### src/rtl/zxgs_pkg.sv
// zxgs_pkg: host port addresses, status byte layout and latch reset value shared by the NGS host channel
package zxgs_pkg;
    localparam logic [7:0] ZX_DATA_PORT = 8'hB3;
    localparam logic [7:0] ZX_CMD_PORT  = 8'hBB;
    localparam logic [7:0] ZX_RST_PORT  = 8'h33;
    localparam logic [7:0] LATCH_RESET  = 8'hFF;

    typedef enum logic [1:0] {PORT_NONE, PORT_DATA, PORT_CMD, PORT_RST} port_e;

    function automatic logic [7:0] status_byte(input logic data_bit, input logic command_bit);
        return {data_bit, 6'b111111, command_bit};
    endfunction
endpackage

### src/rtl/zx_strobe_sync.sv
// zx_strobe_sync: synchronises an async host strobe and emits one-cycle start/stop pulses
module zx_strobe_sync #(
    parameter int SYNC_STAGES = 2
) (
    input  logic cpu_clock,
    input  logic rst_n,
    input  logic strobe,
    output logic start,
    output logic stop
);
    // stored inverted so that the reset value 1 means idle
    logic [SYNC_STAGES-1:0] sync_n;
    logic [SYNC_STAGES:0]   fill;
    logic                   prev_n;
    logic                   armed;

    always_ff @(posedge cpu_clock or negedge rst_n) begin
        if (!rst_n) begin
            sync_n <= '1;
            fill   <= '0;
            prev_n <= 1'b1;
            armed  <= 1'b0;
        end else begin
            sync_n <= {sync_n[SYNC_STAGES-2:0], ~strobe};
            fill   <= {fill[SYNC_STAGES-1:0], 1'b1};
            prev_n <= sync_n[SYNC_STAGES-1];
            armed  <= armed | (fill[SYNC_STAGES] & sync_n[SYNC_STAGES-1]);
        end
    end

    // edges count only once a genuinely idle strobe has been seen after reset
    assign start = armed & prev_n & ~sync_n[SYNC_STAGES-1];
    assign stop  = armed & ~prev_n & sync_n[SYNC_STAGES-1];
endmodule

### src/rtl/zxbus_host_port.sv
// zxbus_host_port: Spectrum-side decode of the NGS data/command/reset ports and the shared flags
module zxbus_host_port
    import zxgs_pkg::*;
#(
    parameter logic [7:0] DATA_PORT   = ZX_DATA_PORT,
    parameter logic [7:0] CMD_PORT    = ZX_CMD_PORT,
    parameter logic [7:0] RST_PORT    = ZX_RST_PORT,
    parameter int         SYNC_STAGES = 2
) (
    input  logic       cpu_clock,
    input  logic       rst_n,
    input  logic [7:0] zx_a,
    input  logic       zx_iorq_n,
    input  logic       zx_m1_n,
    input  logic       zx_rd_n,
    input  logic       zx_wr_n,
    input  logic [7:0] zx_din,
    output logic [7:0] zx_dout,
    output logic       zx_oe,
    input  logic [7:0] data_port_output,
    input  logic       data_bit_output,
    input  logic       data_bit_wr,
    input  logic       command_bit_output,
    input  logic       command_bit_wr,
    output logic [7:0] data_port_input,
    output logic [7:0] command_port_input,
    output logic       data_bit_input,
    output logic       command_bit_input,
    output logic       gs_rst_req
);
    port_e zx_port, host_port;
    logic  rd_s, wr_s, rd_start, rd_stop, wr_start, wr_stop;
    logic  wr_data, wr_cmd, rd_data_end;

    always_comb zx_port = zx_a == DATA_PORT ? PORT_DATA :
                          zx_a == CMD_PORT  ? PORT_CMD  :
                          zx_a == RST_PORT  ? PORT_RST  : PORT_NONE;

    assign rd_s    = ~zx_iorq_n & zx_m1_n & ~zx_rd_n;
    assign wr_s    = ~zx_iorq_n & zx_m1_n & ~zx_wr_n;
    assign zx_oe   = rd_s & (zx_port == PORT_DATA || zx_port == PORT_CMD);
    assign zx_dout = zx_port == PORT_DATA ? data_port_output :
                     zx_port == PORT_CMD  ? status_byte(data_bit_input, command_bit_input) : 8'hFF;

    zx_strobe_sync #(.SYNC_STAGES(SYNC_STAGES)) u_rd_sync (
        .cpu_clock(cpu_clock), .rst_n(rst_n), .strobe(rd_s), .start(rd_start), .stop(rd_stop));
    zx_strobe_sync #(.SYNC_STAGES(SYNC_STAGES)) u_wr_sync (
        .cpu_clock(cpu_clock), .rst_n(rst_n), .strobe(wr_s), .start(wr_start), .stop(wr_stop));

    assign wr_data     = wr_start & (zx_port == PORT_DATA);
    assign wr_cmd      = wr_start & (zx_port == PORT_CMD);
    assign rd_data_end = rd_stop & (host_port == PORT_DATA);

    always_ff @(posedge cpu_clock or negedge rst_n) begin
        if (!rst_n) begin
            data_port_input    <= LATCH_RESET;
            command_port_input <= LATCH_RESET;
            data_bit_input     <= 1'b0;
            command_bit_input  <= 1'b0;
            gs_rst_req         <= 1'b0;
            host_port          <= PORT_NONE;
        end else begin
            if (wr_data) data_port_input <= zx_din;
            if (wr_cmd) command_port_input <= zx_din;
            // host events take priority over the NGS-side flag strobes
            data_bit_input    <= wr_data ? 1'b1 : rd_data_end ? 1'b0 :
                                 data_bit_wr ? data_bit_output : data_bit_input;
            command_bit_input <= wr_cmd ? 1'b1 : command_bit_wr ? command_bit_output : command_bit_input;
            gs_rst_req        <= wr_start & (zx_port == PORT_RST) & zx_din[7];
            // the read address is held from read start so the end event acts on the port actually read
            host_port         <= rd_start ? zx_port : (rd_stop | wr_stop) ? PORT_NONE : host_port;
        end
    end
endmodule

### config.mk
export PLATFORM = sky130hd
export DESIGN_NAME = zxbus_host_port
export DESIGN_NICKNAME = d
export VERILOG_FILES = /design/src/rtl/zxgs_pkg.sv /design/src/rtl/zx_strobe_sync.sv /design/src/rtl/zxbus_host_port.sv
export SDC_FILE = /design/constraint.sdc
export NUM_CORES = 1
export LEC_CHECK = 0
export ABC_AREA = 0
export BUFFER_PORTS_ARGS = -buffer_cell sky130_fd_sc_hd__buf_2
export CAP_MARGIN = 0
export CORE_ASPECT_RATIO = 0.75
export CORE_MARGIN = 5
export CORE_UTILIZATION = 40
export CTS_BUF_LIST = sky130_fd_sc_hd__clkbuf_8
export CTS_CLUSTER_DIAMETER = 60
export DETAILED_ROUTE_END_ITERATION = 12
export PLACE_DENSITY = 0.7
export SLEW_MARGIN = 15
export SYNTH_ARGS = -nofsm -noshare
export SYNTH_HDL_FRONTEND = slang
export SYNTH_SLANG_ARGS = --single-unit
### constraint.sdc
create_clock -name cpu_clock -period 4.6 [get_ports cpu_clock]
set_clock_uncertainty 0.2 [all_clocks]
set_input_delay 0 -clock cpu_clock [delete_from_list [all_inputs] [get_ports cpu_clock]]
set_output_delay 0 -clock cpu_clock [all_outputs]
set_load 0.02 [all_outputs]
# --- Word level (Yosys, flattened, before mapping) ---
# Cells that the tools add are included.
word_totals:
  reg_bits: 35
  input_bits: 34
  output_inout_bits: 28
op_classes:
  eq_ne: 7
  mux: 12
  bitwise: 31
  n_reduce_logical: 4
op_table:
  columns: ["operator", "count"]
  rows:
  - ["AND 1 bit", 19]
  - ["equality test 8 bit (second input constant)", 2]
  - ["two-way mux 8 bit", 2]
  - ["two-way mux 2 bit", 5]
  - ["inverter 1 bit", 9]
  - ["equality test 8 x 6 -> 1 bit (second input constant)", 1]
  - ["two-way mux 1 bit", 5]
  - ["equality test 2 x 1 -> 1 bit (second input constant)", 2]
  - ["equality test 2 bit (second input constant)", 2]
  - ["nonzero test 2 bit", 2]
  - ["OR 1 bit", 3]
  - ["nonzero test 3 bit", 1]
  - ["logical OR 1 bit", 1]

# --- Longest topological paths before layout ---
logic_depth:
  ltp_word: 7
  mapped_depth: 5
  ltp_nobuf: 4

# --- By module ---
# Synthesis repeated with hierarchy kept, for this count alone.
unflattened:
  cells_unflattened: 103
  hier_area_um2: 1470.2
by_module_without_submodules:
  columns: ["module", "instances", "cells_each", "area_each_um2", "seq_area_each_um2"]
  rows:
  - ["zxbus_host_port", 1, 79, 1042.2, 545.5]
  - ["zx_strobe_sync", 2, 12, 214.0, 178.9]

# --- Worst setup path after synthesis ---
# No wires, ideal clock.
synth_timing:
  path_type: "input -> register"
  startpoint: "in zx_a[6]"
  endpoint: "reg command_port_input[0]"
  setup_ps: 82
  t_arrival_ps: 1268
  required_ps: 4318
  setup_slack_ps: 3050
  stages: 5
  path_buffers: 1
  cell_sequence: "nand4b_4 or4_4 buf_6 nor2_8 mux2_4"
synth_via:
  elab_chain_len: 6
synth_lines:
  columns: ["element", "line", "rtl"]
  rows:
  - ["start, declared", "zxbus_host_port.sv:12", "input logic [7:0] zx_a,"]
  - ["equality test 8 x 6 -> 1 bit", "zxbus_host_port.sv:37", "zx_a == RST_PORT ? PORT_RST : PORT_NONE;"]
  - ["two-way mux 2 bit", "zxbus_host_port.sv:37", null]
  - ["two-way mux 2 bit", "zxbus_host_port.sv:36", "zx_a == CMD_PORT ? PORT_CMD :"]
  - ["two-way mux 2 bit (*)", "zxbus_host_port.sv:35", "always_comb zx_port = zx_a == DATA_PORT ? PORT_DATA :"]
  - ["equality test 2 bit (*)", "zxbus_host_port.sv:51", "assign wr_cmd = wr_start & (zx_port == PORT_CMD);"]
  - ["AND 1 bit (*)", "zxbus_host_port.sv:51", null]
  - ["end signal, assigned", "zxbus_host_port.sv:64", "if (wr_cmd) command_port_input <= zx_din;"]
  - ["end, declared", "zxbus_host_port.sv:26", "output logic [7:0] command_port_input,"]
# Mark *: on every way between the ends. The rest lies on a longest branch, timed or not.
# A chain may end at the register's enable or synchronous reset.

# --- Worst setup path after layout ---
layout_timing:
  startpoint: "in zx_a[2]"
  endpoint: "reg gs_rst_req"
layout_via:
  elab_chain_len: 7
layout_lines:
  columns: ["element", "line", "rtl"]
  rows:
  - ["equality test 8 x 6 -> 1 bit", "zxbus_host_port.sv:37", null]
  - ["two-way mux 2 bit", "zxbus_host_port.sv:37", null]
  - ["two-way mux 2 bit", "zxbus_host_port.sv:36", null]
  - ["two-way mux 2 bit (*)", "zxbus_host_port.sv:35", null]
  - ["equality test 2 bit (*)", "zxbus_host_port.sv:69", "gs_rst_req <= wr_start & (zx_port == PORT_RST) & zx_din[7];"]
  - ["AND 1 bit (*) (2 in a row)", "zxbus_host_port.sv:69", null]
  - ["end signal, assigned", "zxbus_host_port.sv:69", null]
  - ["end, declared", "zxbus_host_port.sv:29", "output logic gs_rst_req"]
# Marked as above.

==> summary.txt <==
Floorplan
  • I/O pins: 62
  • DIE AREA: 4760 um^2
  • Die X: 78.0 um
  • Core Box Area: 3310 um^2
  • Die height: 61.0 um
  • Starting Density: 41.9%
  • Rows: 18

GRT
  • Pin count of the biggest net entering global routing: 33
  • Global-route wire length before repair: approximately 5300 um
  • Global route overflow: 0
  • GRT Overall Usage: approximately 15%
  • Grt met1 use: 16.5%
  • Met2 GRT Util: 26.9%
  • Vias in the first global route: 1148
  • Initial antenna violation count: 0
  • GR Layer Usage met3: under 10%
  • Most used routing layer: met2

Critical path
  • R2R Path End: command_bit_input
  • R2R Setup Slk: 2570 ps
  • Required @ worst endpoint: 4620 ps
  • Critical path launch point type: primary input
  • Worst r2r src: command_bit_input
  • Setup crit end: gs_rst_req
  • CP Capture Type: register
  • CP arrival: 2280 ps
  • R2R depth: 4
  • Crit path from: zx_a[2]
  • Setup Crit Path Kind: in -> reg
  • CP Max Fanout: 3

Synthesis
  • Synthesized area per cell: 14.9 um^2
  • Syn Inst Count: 93
  • Distinct cells, synth: 31
  • Post-synthesis mux area share: 16.6%
  • Asr flop ratio synth: 100%
  • Synth Area in XOR/XNOR: less than 1%
  • Syn Std Cell Area: 1390 um^2
  • Warnings from Yosys: 0
  • Post-synthesis net count: 127
  • Sequential area share after synthesis: 59.7%
  • Compound-gate portion of the synthesized area: approximately 5.9%
  • Post-Synth Adder-Cell Area: 0%
  • Main combinational cell family by area after synthesis: multiplexers
  • Number of synthesized register bits: 32
  • Post-Synth Simple-Gate Area: 15.3%
  • Top_reg_cell synth: dfstp_2
  • Post-synth EDFFs: 0

Power
  • PwrDens: 279 nW/um^2
  • Worst vdd ir: a little over 0.0002 V
  • Leakage: 0.995 nW

Job
  • Max-capacitance violation count: 0

Final layout
  • FF+latch area: about 830 um^2
  • Area Growth Syn to Fin: 47.7%
  • Fillers: 272
  • Nets: 216
  • Share of cells above drive strength 1: 57.4%
  • Antenna diodes: 0
  • Fin cells: 223
  • Footprint of the multi-input gates: 536 um^2

Placement
  • Cells after DPL: between 150 and 200
  • HPWL Detailed: 2350 um
  • RD Place Congestion: 0.756
  • PortBufs: 61

STA
  • Worst slew pin tran: 684 ps
  • RSZ-0062 raised after global routing: false
  • Fin crit period: 2260 ps
  • Pins Over Slew Limit: 0
  • Fmax: ~440 MHz
  • Post-route clock period utilization: 49.2%
  • Worst slew margin: 54.4%
  • Setup Viol. Count Final: 0
  • Endpoints failing hold: 0
  • Setup TNS: 0 ps

Detailed routing
  • Detailed Route WL: 3370 um
  • TritonRoute pass-1 iters: 4
  • Wire length per cell: 15.1 um
  • Vias per inst: 4.78
  • Starting DRT DRC Count: 23
  • DR vias: 1066
  • Final ANT Viol Nets: 0
  • DRC Markers: 0

CTS
  • Num CTS Buffers: 5
  • Worst-Skew Late Latency: ~280 ps
  • CTS tree: built
  • Clk pin slew, worst setup/hold paths: 70 ps
  • H-tree depth: 2
  • Clock sink total: 32
  • Max clock buf depth: 2
  • Clock root cell: clkbuf_8
  • PostCTS Resize Cnt: 0

Status
  • Status: finished clean

Hold path
  • Hold Crit Start: zx_a[4]
  • Tightest Hold Check Type: in -> reg
## routing by layer
metal / vias up / part of all wire [%]
li1: 503 / -
met1: 531 / 39
met2: 25 / 53
met3: 7 / 4.8
met4: 0 / 2.2
met5: - / 0
## layout by cell type, fill, tap and decap left out, types with 3 or more instances in the layout
cell | synthesis | routed
buf_2 | 0 | 61
clkbuf_8 | 0 | 6
dfrtp_1 | 10 | 10
dfstp_2 | 22 | 22
dlygate4sd3_1 | 0 | 23
inv_1 | 2 | 4
mux2_1 | 8 | 8
mux2_4 | 8 | 8
nand2_1 | 4 | 4
nor2_1 | 3 | 3
or2_1 | 6 | 6
## worst max-delay path, stage by stage
cell and delay (ps):
dlygate4sd3_1 540, buf_2 140, or3_1 400, or4_1 460, nor3_1 180, dlygate4sd3_1 560
## worst min-delay path by stage
stage | end | depth (start not counted) | slack (ps)
final | host_port[0] | 4 | 30
after global routing | host_port[0] | 4 | 50
after CTS | host_port[0] | 4 | 20
after detailed placement | u_wr_sync.fill[0] | 1 | -120
after global placement | u_wr_sync.fill[0] | 1 | -130
after floorplan | command_bit_input | 0 | -500
## Yosys cell counts (2+ instances only)
cell type	n	area, um^2
a21o_1	2	15.0
a21oi_1	2	10.0
dfrtp_1	10	250
dfstp_2	22	578
inv_1	2	7.51
mux2_1	8	90.1
mux2_4	8	120
mux2i_1	2	20.0
nand2_1	4	15.0
nor2_1	3	11.3
nor3_1	2	10.0
o22a_1	2	17.5
or2_1	6	37.5
or3b_2	2	17.5
or4_4	2	22.5
## cells by family after synthesis
| logic type | after synthesis |
|---|---|
| AOI/OAI and AO/OA | 11 |
| xor gates and xnor gates | 1 |
| buffers and inverters | 4 |
| DFF | 32 |
| muxes | 18 |
| other | 1 |
| and+or+nand+nor | 26 |
## registers in the layout (all words and copies together), names as in the netlist
name,count
u_wr_sync.sync_n,2
command_port_input,8
u_rd_sync.armed,1
u_wr_sync.fill,2
u_rd_sync.prev_n,1
command_bit_input,1
data_port_input,8
data_bit_input,1
u_rd_sync.sync_n,2
u_wr_sync.prev_n,1
u_rd_sync.fill,1
host_port,2
u_wr_sync.armed,1
gs_rst_req,1
## report_power, final
| group | switching, mW | total, mW | internal (mW) |
|---|---|---|---|
| combinational | 0.0266 | 0.0594 | 0.0328 |
| sequential | 0.00468 | 0.297 | 0.292 |
| clock | 0.0966 | 0.214 | 0.117 |
| total | 0.128 | 0.570 | 0.443 |
## stage by stage
step | utilization, % | hold WS [ps] | total power [mW] | setup slack [ps] | cell area (um^2)
floorplan | - | -496 | 0.317 | 3050 | 1390
global placement | 52.2 | -128 | 0.343 | 2860 | 1730
detailed placement | 52.2 | -121 | 0.345 | 2810 | 1730
CTS | 61.8 | 21.5 | 0.578 | 2370 | 2050
global route | 61.8 | 52.9 | 0.599 | 2240 | 2050
finish | 61.8 | 29.9 | 0.570 | 2340 | 2050
## area by class of cell
class / instances / area share, %
inverter: 2 / 0.367
timing repair buffer: 84 / 26.2
multi-input combinational: 57 / 26.2
clock inverter: 2 / 0.367
sequential: 32 / 40.5
tap: 40 / 2.44
clock buffer: 6 / 4.03
## timing repair
item                      CTS  global route
hold buffers               23             0
hold endpoints to repair   55             0
buffers inserted            0             0
Power figures use the tool's default switching activity.
